File: config.mk
export PLATFORM = sky130hd
export DESIGN_NAME = alu_muldiv_sequencer
export DESIGN_NICKNAME = d
export VERILOG_FILES = /design/src/rtl/alu_muldiv_sequencer.sv
export SDC_FILE = /design/constraint.sdc
export NUM_CORES = 1
export LEC_CHECK = 0
export ABC_AREA = 1
export CAP_MARGIN = 20
export CORE_MARGIN = 1.5
export CORE_UTILIZATION = 46
export DETAILED_ROUTE_END_ITERATION = 12
export MAX_ROUTING_LAYER = met4
export PLACE_DENSITY = 0.66
export SYNTH_ARGS = -nofsm -noshare
export SYNTH_HDL_FRONTEND = slang
export SYNTH_SLANG_ARGS = --single-unit
File: constraint.sdc
create_clock -name clk -period 8.7 [get_ports clk]
set_clock_uncertainty 0.15 [all_clocks]
set_input_delay 1.74 -clock clk [delete_from_list [all_inputs] [get_ports clk]]
set_output_delay 1.74 -clock clk [all_outputs]
set_load 0.01 [all_outputs]
File: src/rtl/alu_muldiv_sequencer.sv
// Multi-cycle MULT/MULTU/DIV/DIVU unit: shift-add multiply or restoring divide over WIDTH
// iterations, then a sign-fix cycle that writes the HI/LO pair.
module alu_muldiv_sequencer #(
    parameter int WIDTH = 32
) (
    input  logic             clk,
    input  logic             reset,
    input  logic             start,
    input  logic [5:0]       funct,
    input  logic [WIDTH-1:0] op_a,
    input  logic [WIDTH-1:0] op_b,
    output logic             busy,
    output logic             done,
    output logic             div_by_zero,
    output logic [WIDTH-1:0] hi,
    output logic [WIDTH-1:0] lo
);
    localparam int CW = $clog2(WIDTH + 1);

    typedef enum logic [1:0] {IDLE, RUN, FIX} state_t;

    state_t                 state_reg, state_next;
    logic [CW-1:0]          count_reg;
    logic [2*WIDTH-1:0]     acc_reg;
    logic [WIDTH-1:0]       operand_reg;
    logic                   is_div_reg, sign_a_reg, neg_reg, zero_div_reg;
    logic [WIDTH-1:0]       hi_reg, lo_reg;
    logic                   done_reg, div_by_zero_reg;

    logic                   valid_funct, op_signed, op_div;
    logic [WIDTH-1:0]       mag_a, mag_b;
    logic [WIDTH:0]         mul_sum, rem_shift, trial_diff;
    logic [2*WIDTH-1:0]     mul_step, div_step, product_fixed;
    logic [WIDTH-1:0]       quot_fixed, rem_fixed;

    assign valid_funct = (funct[5:2] == 4'b0110);
    assign op_signed   = ~funct[0];
    assign op_div      = funct[1];
    assign mag_a       = (op_signed && op_a[WIDTH-1]) ? -op_a : op_a;
    assign mag_b       = (op_signed && op_b[WIDTH-1]) ? -op_b : op_b;

    // Multiply: upper half accumulates the multiplicand, carry shifts in from the top.
    assign mul_sum  = {1'b0, acc_reg[2*WIDTH-1:WIDTH]} +
                      (acc_reg[0] ? {1'b0, operand_reg} : {(WIDTH+1){1'b0}});
    assign mul_step = {mul_sum, acc_reg[WIDTH-1:1]};

    // Restoring divide: acc holds {remainder, quotient-in-progress}.
    assign rem_shift  = acc_reg[2*WIDTH-1:WIDTH-1];
    assign trial_diff = rem_shift - {1'b0, operand_reg};
    assign div_step   = trial_diff[WIDTH]
                      ? {rem_shift[WIDTH-1:0], acc_reg[WIDTH-2:0], 1'b0}
                      : {trial_diff[WIDTH-1:0], acc_reg[WIDTH-2:0], 1'b1};

    assign product_fixed = neg_reg ? -acc_reg : acc_reg;
    assign quot_fixed    = neg_reg ? -acc_reg[WIDTH-1:0] : acc_reg[WIDTH-1:0];
    assign rem_fixed     = sign_a_reg ? -acc_reg[2*WIDTH-1:WIDTH] : acc_reg[2*WIDTH-1:WIDTH];

    always_ff @(posedge clk or posedge reset) begin
        if (reset) begin
            state_reg <= IDLE;
        end else begin
            state_reg <= state_next;
        end
    end

    always_comb begin
        state_next = state_reg;
        case (state_reg)
            IDLE: if (start && valid_funct) state_next = RUN;
            RUN:  if (count_reg == CW'(WIDTH - 1)) state_next = FIX;
            FIX:  state_next = IDLE;
            default: state_next = IDLE;
        endcase
    end

    always_comb begin
        busy        = (state_reg != IDLE);
        done        = done_reg;
        div_by_zero = div_by_zero_reg;
        hi          = hi_reg;
        lo          = lo_reg;
    end

    always_ff @(posedge clk or posedge reset) begin
        if (reset) begin
            count_reg       <= '0;
            acc_reg         <= '0;
            operand_reg     <= '0;
            is_div_reg      <= 1'b0;
            sign_a_reg      <= 1'b0;
            neg_reg         <= 1'b0;
            zero_div_reg    <= 1'b0;
            hi_reg          <= '0;
            lo_reg          <= '0;
            done_reg        <= 1'b0;
            div_by_zero_reg <= 1'b0;
        end else begin
            done_reg        <= 1'b0;
            div_by_zero_reg <= 1'b0;
            case (state_reg)
                IDLE: begin
                    if (start && valid_funct) begin
                        count_reg    <= '0;
                        is_div_reg   <= op_div;
                        sign_a_reg   <= op_signed & op_a[WIDTH-1];
                        neg_reg      <= op_signed & (op_a[WIDTH-1] ^ op_b[WIDTH-1]);
                        zero_div_reg <= op_div & (op_b == '0);
                        // Multiply adds |a| under control of |b|; divide divides |a| by |b|.
                        operand_reg  <= op_div ? mag_b : mag_a;
                        acc_reg      <= {{WIDTH{1'b0}}, op_div ? mag_a : mag_b};
                    end
                end
                RUN: begin
                    count_reg <= count_reg + 1'b1;
                    acc_reg   <= is_div_reg ? div_step : mul_step;
                end
                FIX: begin
                    done_reg <= 1'b1;
                    if (!is_div_reg) begin
                        hi_reg <= product_fixed[2*WIDTH-1:WIDTH];
                        lo_reg <= product_fixed[WIDTH-1:0];
                    end else if (zero_div_reg) begin
                        div_by_zero_reg <= 1'b1;
                    end else begin
                        hi_reg <= rem_fixed;
                        lo_reg <= quot_fixed;
                    end
                end
                default: ;
            endcase
        end
    end
endmodule

Word-level counts from Yosys, hierarchy flattened:

Index checks and enable logic that the tools add are counted.
W data, S select, Z words.

* register bits after elaboration: 174
* bits of input ports: 73
* output and inout port bits: 67
* word-level logic and storage cells: 68

* add/subtract/negate cells: 8
* equality and inequality tests: 7
* multiplexer cells: 25
* bitwise gates (word level): 5
* reductions and logical operators: 11

Operators by type and width (count)
* $mux W32: 11
* $mux W64: 4
* $neg A32 Y32: 4
* $pmux W64 S2: 1
* $neg A64 Y64: 1
* $add A32 B32 Y33: 1
* $sub A33 B32 Y33: 1
* $logic_not A32 Y1: 1
* $pmux W6 S2: 1
* $reduce_and A2 Y1: 4
* $add A6 B1 Y6 const B: 1
* $eq A6 B5 Y1 const B: 1
* $mux W6: 1
* $ne A2 B2 Y1 const B: 3
* $eq A4 B3 Y1 const B: 1
* $mux W1: 4
* $mux W2: 2
* $pmux W2 S2: 1
* $reduce_bool A2 Y1: 2
* $and A1 B1 Y1: 3
* $logic_and A1 B1 Y1: 3
* $eq A2 B1 Y1 const B: 1
* $eq A2 B2 Y1 const B: 1
* $logic_not A2 Y1: 1
* other kinds (2): 2

Depth between registers and ports, before layout:

Gate-level depths: netlist of the first run.

* word-level depth: 6
* mapped depth: 20
* depth with buffers taken out: 19

Worst setup path before layout of the first run:

Ideal clock, no wire load.

* path kind: input to register
* from: input op_b[0]
* to: register operand_reg[18]
* arrival time: 3.045 ns
* required time: 8.426 ns
* setup slack: 5.381 ns
* stages: 8
* cells stage by stage: inv_1 ha_1 nand3_1 nor3_1 nand3_1 nand3_1 a21oi_1 a211o_1

* word-level cells in the longest chain between the ends: 3

Ends and longest elaborated chain
* start, declared: line 11 `input logic [WIDTH-1:0] op_b,`
* $neg A32 Y32: line 40 `assign mag_b = (op_signed && op_b[WIDTH-1]) ? -op_b : op_b;`
* $mux W32: line 40
* $mux W32: line 109 `operand_reg <= op_div ? mag_b : mag_a;`
* end signal, assigned: line 109
* end, declared: line 25 `logic [WIDTH-1:0] operand_reg;`

Every way passes these cells.
A chain may end at the register's enable or synchronous reset.

Worst setup path in the final report of the first run:

* from: input funct[3]
* to: register operand_reg[18]

* word-level cells in the longest chain between the ends: 3

Ends and longest elaborated chain
* start, declared: line 9 `input logic [5:0] funct,`
* $eq A4 B3 Y1: line 36 `assign valid_funct = (funct[5:2] == 4'b0110);`
* $logic_and A1 B1 Y1: line 102 `if (start && valid_funct) begin`
* $reduce_and A2 Y1 (no source line)

Every way passes these cells.

==> results of run 1 <==
==> cell families after synthesis <==
| family | Yosys count |
|---|---|
| and+or+nand+nor | 1612 |
| buffers and inverters | 489 |
| AOI/OAI and AO/OA | 424 |
| DFF | 174 |
| xor gates and xnor gates | 85 |
| adders and majority gates | 71 |
==> cell usage after synthesis, types with 16 or more instances <==
master,n
dfrtp_1,174
xor2_1,66
a31oi_1,19
nand3_1,294
inv_1,388
nand4_1,29
xnor2_1,19
nor3_1,26
nand2_1,867
o21ai_0,153
nor2_1,313
clkbuf_1,60
o221ai_1,16
nand3b_1,18
ha_1,69
o211ai_1,26
a21oi_1,148
==> cell type report <==
| class | count | share of cell area [%] |
|---|---|---|
| multi-input combinational | 2192 | 55.9 |
| sequential | 174 | 22.4 |
| timing repair buffer | 157 | 7.91 |
| inverter | 397 | 7.68 |
| tap | 468 | 3.01 |
| clock buffer | 19 | 2.28 |
| clock inverter | 13 | 0.874 |
==> power groups by stage <==
stage	logic, W	clock network, W	registers (W)
after floorplan	0.00342	0	0.00145
after global placement	0.00471	0	0.00163
after detailed placement	0.00477	0	0.00165
after CTS	0.00479	0.000816	0.00163
after global routing	0.00543	0.000848	0.00169
final	0.00487	0.000811	0.00167
==> stage by stage <==
step           util, %  std cells  area, um2  power (W)
3_3_place_gp      51.4       3387      18800    0.00634
5_1_grt           53.2       3420      19500    0.00797
4_1_cts           53.1       3419      19400    0.00724
6_report          53.2       3420      19500    0.00735
2_1_floorplan        -       2855      17100    0.00487
3_5_place_dp      51.4       3387      18800    0.00642
==> worst max-delay path by stage <==
stage               cells past startpoint     start                          end  slack (ps)
floorplan                               1     reset       acc_reg[0]$_DFFE_PP0P_        2090
global placement                       11  funct[3]  operand_reg[18]$_DFFE_PP0P_        3910
detailed placement                     11  funct[3]  operand_reg[18]$_DFFE_PP0P_        3860
CTS                                    11  funct[3]  operand_reg[18]$_DFFE_PP0P_        4310
global route                           10  funct[3]  operand_reg[11]$_DFFE_PP0P_        4100
finish                                 11  funct[3]  operand_reg[18]$_DFFE_PP0P_        4150
==> metal layers <==
layer,wire [um],up-vias,share of wire (%),track usage [%]
met5,0,-,0,-
met4,2080,0,3.1,10.3
met3,5280,121,7.9,3.97
met2,29300,941,44,52.6
met1,29900,9014,45,49.5
li1,-,9375,-,-
==> critical path: stages <==
cell and delay [ps]:
clkdlybuf4s50_1 460, inv_1 40, nor2_1 90, nand4_1 110
nor2_2 120, buf_4 340, inv_2 240, nor2_1 860
inv_2 380, a21oi_1 280, a211o_1 130
==> metrics.md, run 1 <==
| Metric | Value |
|---|---|
| Status | `finished clean` |
| Via/cell ratio | `~5.7` |
| Wire per inst | `19.5 um` |
| Sw power | `0.00413 W` |
| P_leak | `between 9 and 10 nW` |
| Synth Warn # | `0` |
| Antenna cells | `0` |
| Post-synth top area share | `25.4%` |
| Area of the multi-input gates | `~11000 um2` |
| Fillers | `roughly 3800` |
| Synth Area in XOR/XNOR | `4.35%` |
| Die width | `196 um` |
| Fin crit share | `around 52%` |
| Clk pwr share | `11.0%` |
| Largest net degree at the start of global routing | `102` |
| Final hold slack | `319 ps` |
| Die H | `196 um` |
| Clk buf depth | `2` |
| Top Ports | `140` |
| RSZ-0062 raised after global routing | `no` |
| Final net count | `3083` |
| Post-synthesis mux area share | `0%` |
| Commonest cells after routing, fill and taps aside | `866 x nand2_1, 387 x inv_1, 311 x nor2_1, 294 x nand3_1, 173 x dfrtp_1` |
| Initial antenna violation count | `0` |
| Clk slew on worst S/H paths | `80 ps` |
| Die footprint | `38400 um2` |
| Final Worst Setup Slack | `4150 ps` |
| DP Wirelength | `53.9 mm` |
| Router iterations before antenna repair | `6` |
| CTS Sinks | `approximately 170` |
| Reg-to-reg setup timing slack | `5080 ps` |
| Worst skew pair latency | `450 ps` |
| Fin. max-slew vios | `0` |
| Most common cell after layout, fill and taps aside | `nand2_1` |
| Syn Nets | `2999` |
| Vias in the first global route | `17600` |
| First-pass GRT wire length | `between 100 and 150 mm` |
| Area of the core | `36600 um2` |
| Tmin final | `4550 ps` |
| Type of the worst min-delay path | `register to register` |
| Compound-Gate Fraction of Synth Area | `14.1%` |
| Cts hold-fix bufs | `0` |
| Setup WS pre-CTS | `~3900 ps` |
| TritonCTS clock tree | `built` |
| TNS Setup | `0 ps` |
| Setup repair bufs after CTS | `0` |
| Syn-to-layout area delta | `13.7%` |
| Worst R2R End | `acc_reg[39]$_DFFE_PP0P_` |
| Synth Area in Simple Gates | `39.7%` |
| Overall Global Routing Usage | `a little over a third` |
| Pwr dens | `378 nW/um2` |
| Async SR Flop Fraction | `100%` |
| Reg power frac | `22.7%` |
| Max VDD drop | `261 uV` |
| Post-CTS Resized | `0` |
| Internal power | `0.00322 W` |
| Combinational share of power | `between 60% and 70%` |
| Via count | `a little under 20000` |
| GP Congestion | `1.02` |
| Worst-Margin Slew | `1070 ps` |
| Starting Density | `46.7%` |
| Fmax | `220 MHz` |
| Post-Synthesis Cell Area | `17100 um2` |
| Ratio of cells with drive above 1 in the final layout | `under 10%` |
| Cts bufs inserted | `17` |
| # H-tree levels | `4` |
| Mapped Cells | `roughly 2900` |
| Type of the worst setup path | `input port to register` |
| Most used DFF post-synth | `dfrtp_1` |
| CP required | `8940 ps` |
| # rows | `70` |
| # DRC | `0` |
| Yosys reg bits | `174` |
| Worst hold path endpoint | `div_by_zero$_DFF_PP0_` |
| WP data arrival | `4790 ps` |
| Routed wire length | `about 67 mm` |
| Root Driver | `clkbuf_16` |
| Post-DRT Antenna Nets | `0` |
| Crit start category | `input port` |
| Worst-case headroom to the max-slew limit | `around 29%` |
| R2r worst-path depth | `16` |
| Setup violators final | `0` |
| Critical R2R Launch | `acc_reg[32]$_DFFE_PP0P_` |
| Hold Fails Final Rpt | `0` |
| Max Cap Viol | `0` |
| Switching Share | `56.2%` |
| Number of synthesized flops with an enable pin | `0` |
| Min-delay src | `state_reg[0]$_DFFE_PP0P_` |
| Setup crit end kind | `register` |
| Worst hold path depth | `1` |
| Dominant cells by area after synthesis | `dfrtp_1 25%, nand2_1 19%, nand3_1 8.6%, inv_1 8.5%, nor2_1 6.9%` |
| Netlist cell types | `52` |
| GRT overflow | `0` |
| FF+latch area | `4360 um2` |
| Post-synth top area cell | `dfrtp_1` |
| PortBufs | `139` |
| Largest family of logic cells by synthesized area | `simple AND/OR/NAND/NOR gates` |
| Synth Area in Adders | `5.28%` |
| Register area share after synthesis | `25.4%` |
| Worst Path Max Fanout | `29` |
| Mapped Avg Cell Area | `5.99 um2` |
| Number of flip-flops under the largest register name | `64` |
| Initial DRC Count | `2350` |
Power figures use the tool's default switching activity.
==> run 2, diff against run 1 <==
==> constraint.sdc (replaced) <==
create_clock -name clk -period 4.6 [get_ports clk]
set_clock_uncertainty 0.15 [all_clocks]
set_input_delay 0.92 -clock clk [delete_from_list [all_inputs] [get_ports clk]]
set_output_delay 0.92 -clock clk [all_outputs]
set_load 0.01 [all_outputs]
==> run 2 against run 1 <==
  * Critical path depth increased by 4
  * Die area unchanged
  * Combinational power increased by 94%
  * Worst setup slack got worse by 3000 ps
  * Critical endpoint is now acc_reg[59]$_DFFE_PP0P_
  * Final cell count increased by 0.26%
  * Largest power group unchanged
  * Largest cell class unchanged
  * Register-to-register slack got worse by 3900 ps
  * Count of clock-buffer cells in the layout decreased by 2
==> metrics.md, run 2 (synthesis results as in run 1) <==
| Metric | Value |
|---|---|
| Area of the core | `36600 um2 (unchanged)` |
| Via/cell ratio | `5.71 (+0.39%)` |
| GP Congestion | `1.06 (+4.7%)` |
| First-pass GRT wire length | `104 mm (+3.4%)` |
| Via count | `19600 (+0.65%)` |
| Setup repair bufs after CTS | `0 (unchanged)` |
| Starting Density | `46.7% (unchanged)` |
| Worst Path Max Fanout | `19 (-34%)` |
| Post-CTS Resized | `0 (unchanged)` |
| # H-tree levels | `4 (unchanged)` |
| Overall Global Routing Usage | `36.3% (+1.3 points)` |
| Largest net degree at the start of global routing | `175 (+72%)` |
| Routed wire length | `68.1 mm (+2.3%)` |
| Die footprint | `38400 um2 (unchanged)` |
| Post-DRT Antenna Nets | `0 (unchanged)` |
| Fmax | `292 MHz` |
| TritonCTS clock tree | `built` |
| Initial DRC Count | `2238 (-4.8%)` |
| Die width | `196 um (unchanged)` |
| Initial antenna violation count | `0 (unchanged)` |
| Type of the worst min-delay path | `register to register` |
| RSZ-0062 raised after global routing | `no` |
| Max Cap Viol | `0 (unchanged)` |
| Hold Fails Final Rpt | `0 (unchanged)` |
| Worst skew pair latency | `480 ps (+30 ps)` |
| Worst-case headroom to the max-slew limit | `33.8% (+5.2 points)` |
| Fin crit share | `74.4%` |
| Worst-Margin Slew | `994 ps (-74.8 ps)` |
| P_leak | `9.89 nW (+0.60%)` |
| # DRC | `0 (unchanged)` |
| # rows | `70 (unchanged)` |
| Syn-to-layout area delta | `14.4%` |
| Root Driver | `clkbuf_16` |
| Status | `finished clean` |
| Top Ports | `140 (unchanged)` |
| WP data arrival | `3640 ps (-1150 ps)` |
| TNS Setup | `0 ps (unchanged)` |
| Wire per inst | `19.9 um (+2.0%)` |
| CP required | `4810 ps (-4130 ps)` |
| Setup violators final | `0 (unchanged)` |
| Max VDD drop | `423 uV (+62%)` |
| DP Wirelength | `54.2 mm (+0.63%)` |
| Pwr dens | `725 nW/um2 (+92%)` |
| Clk buf depth | `2 (unchanged)` |
| Commonest cells after routing, fill and taps aside | `866 x nand2_1, 387 x inv_1, 311 x nor2_1, 294 x nand3_1, 173 x dfrtp_1` |
| Final net count | `3092 (+0.29%)` |
| Setup crit end kind | `register` |
| Cts hold-fix bufs | `0 (unchanged)` |
| Router iterations before antenna repair | `6 (unchanged)` |
| Type of the worst setup path | `register to register` |
| Final hold slack | `327 ps (+8.28 ps)` |
| Tmin final | `3420 ps` |
| PortBufs | `139 (unchanged)` |
| Die H | `196 um (unchanged)` |
| Most common cell after layout, fill and taps aside | `nand2_1` |
| Antenna cells | `0 (unchanged)` |
| GRT overflow | `0 (unchanged)` |
| Crit start category | `register` |
| Fillers | `3808 (-0.83%)` |
| Number of flip-flops under the largest register name | `64 (unchanged)` |
| Fin. max-slew vios | `0 (unchanged)` |
| Cts bufs inserted | `17 (unchanged)` |
| Clk slew on worst S/H paths | `100 ps (+20 ps)` |
| Vias in the first global route | `18100 (+2.8%)` |
| CTS Sinks | `174 (unchanged)` |
| Ratio of cells with drive above 1 in the final layout | `4.02% (+0.33 points)` |
==> run 2: changes by cell type in the layout (fill, tap and decap cells not counted), moves of 2 or more <==
| cell | delta |
|---|---|
| buf_4 | +8 |
| inv_12 | +4 |
| inv_6 | -3 |
| clkinv_4 | -2 |
| clkinv_8 | +2 |
==> run 2: metal layers <==
layer	vias up	track usage [%]	share of wire, %
met3	118	5.62	9.3
met1	9072	50.5	44
met5	-	-	0
met4	0	12.7	3.4
li1	9374	-	-
met2	1014	53.6	43
==> run 2: cell type report <==
class                      count  area [um2]  share of cell area, %
clock inverter                15         223                   1.14
clock buffer                  17         425                   2.17
timing repair buffer         166        1620                   8.27
tap                          468         586                   2.99
inverter                     397        1490                   7.63
sequential                   174        4360                   22.2
multi-input combinational   2192       10900                   55.6
==> run 2: path summary, 6_finish.rpt <==
kind	slack (ps)	endpoint	cells past startpoint	start
max in group asynchronous	2620	operand_reg[10]$_DFFE_PP0P_	3	reset
hold / removal	330	count_reg[5]$_DFFE_PP0P_	1	count_reg[5]$_DFFE_PP0P_
setup reg to reg	1180	acc_reg[59]$_DFFE_PP0P_	15	acc_reg[0]$_DFFE_PP0P_
hold reg to reg	330	count_reg[5]$_DFFE_PP0P_	1	count_reg[5]$_DFFE_PP0P_
setup / recovery	1180	acc_reg[59]$_DFFE_PP0P_	15	acc_reg[0]$_DFFE_PP0P_
min in group asynchronous	940	lo[6]$_DFFE_PP0P_	3	reset
==> run 2: through the flow <==
step           total power [W]  utilization [%]  setup WS (ps)  cell area, um2  std cells
2_1_floorplan          0.00921                -           1310           17100       2855
3_3_place_gp            0.0122             51.7           1140           18900       3396
3_5_place_dp            0.0123             51.7           1080           18900       3397
4_1_cts                 0.0139             53.5           1220           19600       3429
5_1_grt                 0.0154             53.5            925           19600       3429
6_report                0.0142             53.5           1180           19600       3429
==> run 2: report_power, final <==
part	switching, W	total [W]	internal [W]	leakage [nW]
Combinational	0.00625	0.00947	0.00323	7.58
Clock	0.000855	0.00162	0.000767	0.311
Sequential	0.000981	0.00311	0.00212	2.00
==> run 2: critical path, stage by stage, from the launching register on <==
cell	delay, ps
dfrtp_1	840
nand2_1	110
inv_1	80
ha_1	220
inv_1	90
fa_1	410
o21ai_0	410
nand2_1	90
nand2_1	160
nand2_1	70
nand2_1	160
nand3_1	140
nand3_1	100
nand3_1	110
nand3_1	110
nand2_1	60
==> run 3, diff against run 2 <==
--- a/config.mk
+++ b/config.mk
@@ -11,7 +11,7 @@
 export CORE_UTILIZATION = 46
 export DETAILED_ROUTE_END_ITERATION = 12
 export MAX_ROUTING_LAYER = met4
-export PLACE_DENSITY = 0.66
+export PLACE_DENSITY = 0.68
 export SYNTH_ARGS = -nofsm -noshare
 export SYNTH_HDL_FRONTEND = slang
 export SYNTH_SLANG_ARGS = --single-unit
==> constraint.sdc (replaced) <==
create_clock -name clk -period 2.81 [get_ports clk]
set_clock_uncertainty 0.15 [all_clocks]
set_input_delay 0.562 -clock clk [delete_from_list [all_inputs] [get_ports clk]]
set_output_delay 0.562 -clock clk [all_outputs]
set_load 0.01 [all_outputs]
==> run 3 against run 2 <==
  * Register-to-register slack worse by 1100 ps
  * Sequential cell count stayed put
  * Core utilization is 5.4 points higher
  * Sequential power is 47% higher
  * Die area stayed put
  * Sequential share of layout area is 2.0 points lower
  * Global-route usage is 0.68 points higher
  * Final area is 10% higher
  * Hold slack worse by 2.8 ps
  * Fmax is 26% higher
  * Critical path depth is 2 higher
  * Via count is 5.0% higher
  * Critical path type unchanged
==> metrics.md, run 3 (synthesis results as in run 1) <==
| Metric | Value |
|---|---|
| Status | `finished clean` |
| # rows | `70 (unchanged)` |
| Crit-path max cell delay | `410 ps (-430 ps)` |
| Reg-to-reg setup timing slack | `90 ps (-1090 ps)` |
| Type of the worst setup path | `register to register` |
| Worst Path Max Fanout | `20 (+1)` |
| Fmax | `368 MHz (+26%)` |
| # H-tree levels | `4 (unchanged)` |
| Final net count | `3309 (+7.0%)` |
| TritonCTS clock tree | `built` |
| Switching Share | `53.2% (-3.8 points)` |
| Die width | `196 um (unchanged)` |
| Hold Fails Final Rpt | `0 (unchanged)` |
| Sw power | `0.0138 W (+71%)` |
| PortBufs | `139 (unchanged)` |
| Fin. max-slew vios | `0 (unchanged)` |
| Largest net degree at the start of global routing | `94 (-46%)` |
| Routed wire length | `69.5 mm (+2.1%)` |
| Router iterations before antenna repair | `6 (unchanged)` |
| Commonest cells after routing, fill and taps aside | `855 x nand2_1, 386 x inv_1, 296 x nor2_1, 286 x nand3_1, 233 x buf_4` |
| Internal power | `0.0121 W (+99%)` |
| Setup violators final | `0 (unchanged)` |
| Worst-case headroom to the max-slew limit | `45.3% (+12 points)` |
| Fillers | `3656 (-4.0%)` |
| Setup WS pre-CTS | `-113 ps (-1200 ps)` |
| Max VDD drop | `994 uV (+130%)` |
| Type of the worst min-delay path | `input port to asynchronous set/reset pin` |
| Via/cell ratio | `5.64 (-1.3%)` |
| Syn-to-layout area delta | `26.0%` |
| GRT overflow | `0 (unchanged)` |
| Number of flip-flops under the largest register name | `64 (unchanged)` |
| Area of the core | `36600 um2 (unchanged)` |
| Fin crit share | `96.8% (+22 points)` |
| Cts hold-fix bufs | `0 (unchanged)` |
| Most common cell after layout, fill and taps aside | `nand2_1` |
| Worst skew pair latency | `480 ps (about the same)` |
| P_leak | `11.0 nW (+11%)` |
| CP required | `3020 ps (-1790 ps)` |
| Tmin final | `2720 ps (-701 ps)` |
| Pwr dens | `1200 nW/um2 (+66%)` |
| Final core occ | `58.9% (+5.4 points)` |
| Critical path, cell by cell | `buf_12 -> nand2_1 -> inv_1 -> ha_1 -> a21oi_1 -> buf_4 -> o21ai_1 -> nand2_1 -> nand2_1 -> a21oi_2 -> nand2_1 -> nand2_1 -> nand3_1 -> nand2_1 -> inv_1 -> nand2_1 -> nand2_1` |
| FF+latch area | `4360 um2 (unchanged)` |
| Clk pwr share | `9.5% (-1.9 points)` |
| Top Ports | `140 (unchanged)` |
| Wire per inst | `19.1 um (-4.0%)` |
| Initial DRC Count | `2159 (-3.5%)` |
| Combinational share of power | `72.9% (+6.2 points)` |
| Vias in the first global route | `19100 (+5.9%)` |
| Die H | `196 um (unchanged)` |
| Ratio of cells with drive above 1 in the final layout | `12.6% (+8.6 points)` |
| Worst-Margin Slew | `821 ps (-173 ps)` |
| Reg power frac | `17.6% (-4.3 points)` |
| Starting Density | `46.7% (unchanged)` |
| # DRC | `0 (unchanged)` |
| Max Cap Viol | `0 (unchanged)` |
| Overall Global Routing Usage | `37.0% (+0.68 points)` |
| Via count | `20600 (+5.0%)` |
| DP Wirelength | `57.0 mm (+5.3%)` |
| Crit start category | `register` |
| Area of the multi-input gates | `11200 um2 (+2.6%)` |
| Initial antenna violation count | `1 (+1)` |
| Cts bufs inserted | `17 (unchanged)` |
| Die footprint | `38400 um2 (unchanged)` |
| First-pass GRT wire length | `107 mm (+2.4%)` |
| Setup crit end kind | `register` |
| Clk slew on worst S/H paths | `80 ps (-20 ps)` |
| Clk buf depth | `2 (unchanged)` |
| Critical Path Most Common Cell | `nand2_1` |
| WP data arrival | `2930 ps (-710 ps)` |
| Post-DRT Antenna Nets | `0 (unchanged)` |
| GP Congestion | `1.08 (+1.2%)` |
| CTS Sinks | `174 (unchanged)` |
| Final Worst Setup Slack | `89.0 ps (-1090 ps)` |
| Root Driver | `clkbuf_16` |
| Worst path slowest cell | `dfrtp_1` |
[run 3: cell types whose count changed in the layout (fill, tap and decap cells not counted), sizes merged]
cell	change
inv	-1
buf	+217
clkinv	+1
diode	+1
[run 3: worst paths after layout]
| check | from | endpoint | cells past startpoint |
|---|---|---|---|
| min in group clk | count_reg[5]$_DFFE_PP0P_ | count_reg[5]$_DFFE_PP0P_ | 1 |
| hold / removal | reset | lo[20]$_DFFE_PP0P_ | 2 |
| setup / recovery | acc_reg[0]$_DFFE_PP0P_ | acc_reg[62]$_DFFE_PP0P_ | 17 |
| hold reg to reg | count_reg[5]$_DFFE_PP0P_ | count_reg[5]$_DFFE_PP0P_ | 1 |
| setup reg to reg | acc_reg[0]$_DFFE_PP0P_ | acc_reg[62]$_DFFE_PP0P_ | 17 |
| max in group asynchronous | reset | hi[23]$_DFFE_PP0P_ | 3 |
[run 3: layer usage]
layer	GRT usage [%]	routed length, um
met1	50.0	30000
met2	56.1	30400
met3	5.55	6500
met4	13.7	2570
met5	-	0
[run 3: layout make-up]
class	count	share of cell area, %
Antenna cell	1	0.0116
Clock inverter	15	0.784
Multi-Input combinational cell	2192	51.8
Tap cell	468	2.72
Inverter	397	6.93
Sequential cell	174	20.2
Clock buffer	17	1.97
Timing Repair Buffer	383	15.6
[run 3: power by group through the flow]
| stage | clock network, W | logic (W) | registers, W |
|---|---|---|---|
| 2_1_floorplan | 0 | 0.0106 | 0.00448 |
| 3_3_place_gp | 0 | 0.0177 | 0.00451 |
| 3_5_place_dp | 0 | 0.0179 | 0.00454 |
| 4_1_cts | 0.00248 | 0.0180 | 0.00450 |
| 5_1_grt | 0.00259 | 0.0207 | 0.00464 |
| 6_report | 0.00246 | 0.0189 | 0.00456 |
[run 3: metrics by stage]
stage	instances	area (um2)	hold WS [ps]	power (W)	setup TNS (ps)
finish	3647	21600	325	0.0259	0
global route	3647	21600	349	0.0279	-17.2
CTS	3643	21200	331	0.0250	0
detailed placement	3611	20600	315	0.0224	-525
global placement	3611	20600	302	0.0222	-196
floorplan	2855	17100	290	0.0151	-22040
[run 3: what timing repair did]
item,4_1_cts,5_1_grt
setup endpoints to repair,0,38
gates resized for setup,0,75
buffers inserted,0,3
[run 3: worst max-delay path, delay by kind of cell, from the launching register on]
family | cells | cell delay (ps)
flops | 1 | 410
buf+inv | 4 | 520
compound gates | 3 | 600
fa+ha+maj | 1 | 280
simple gates | 9 | 630
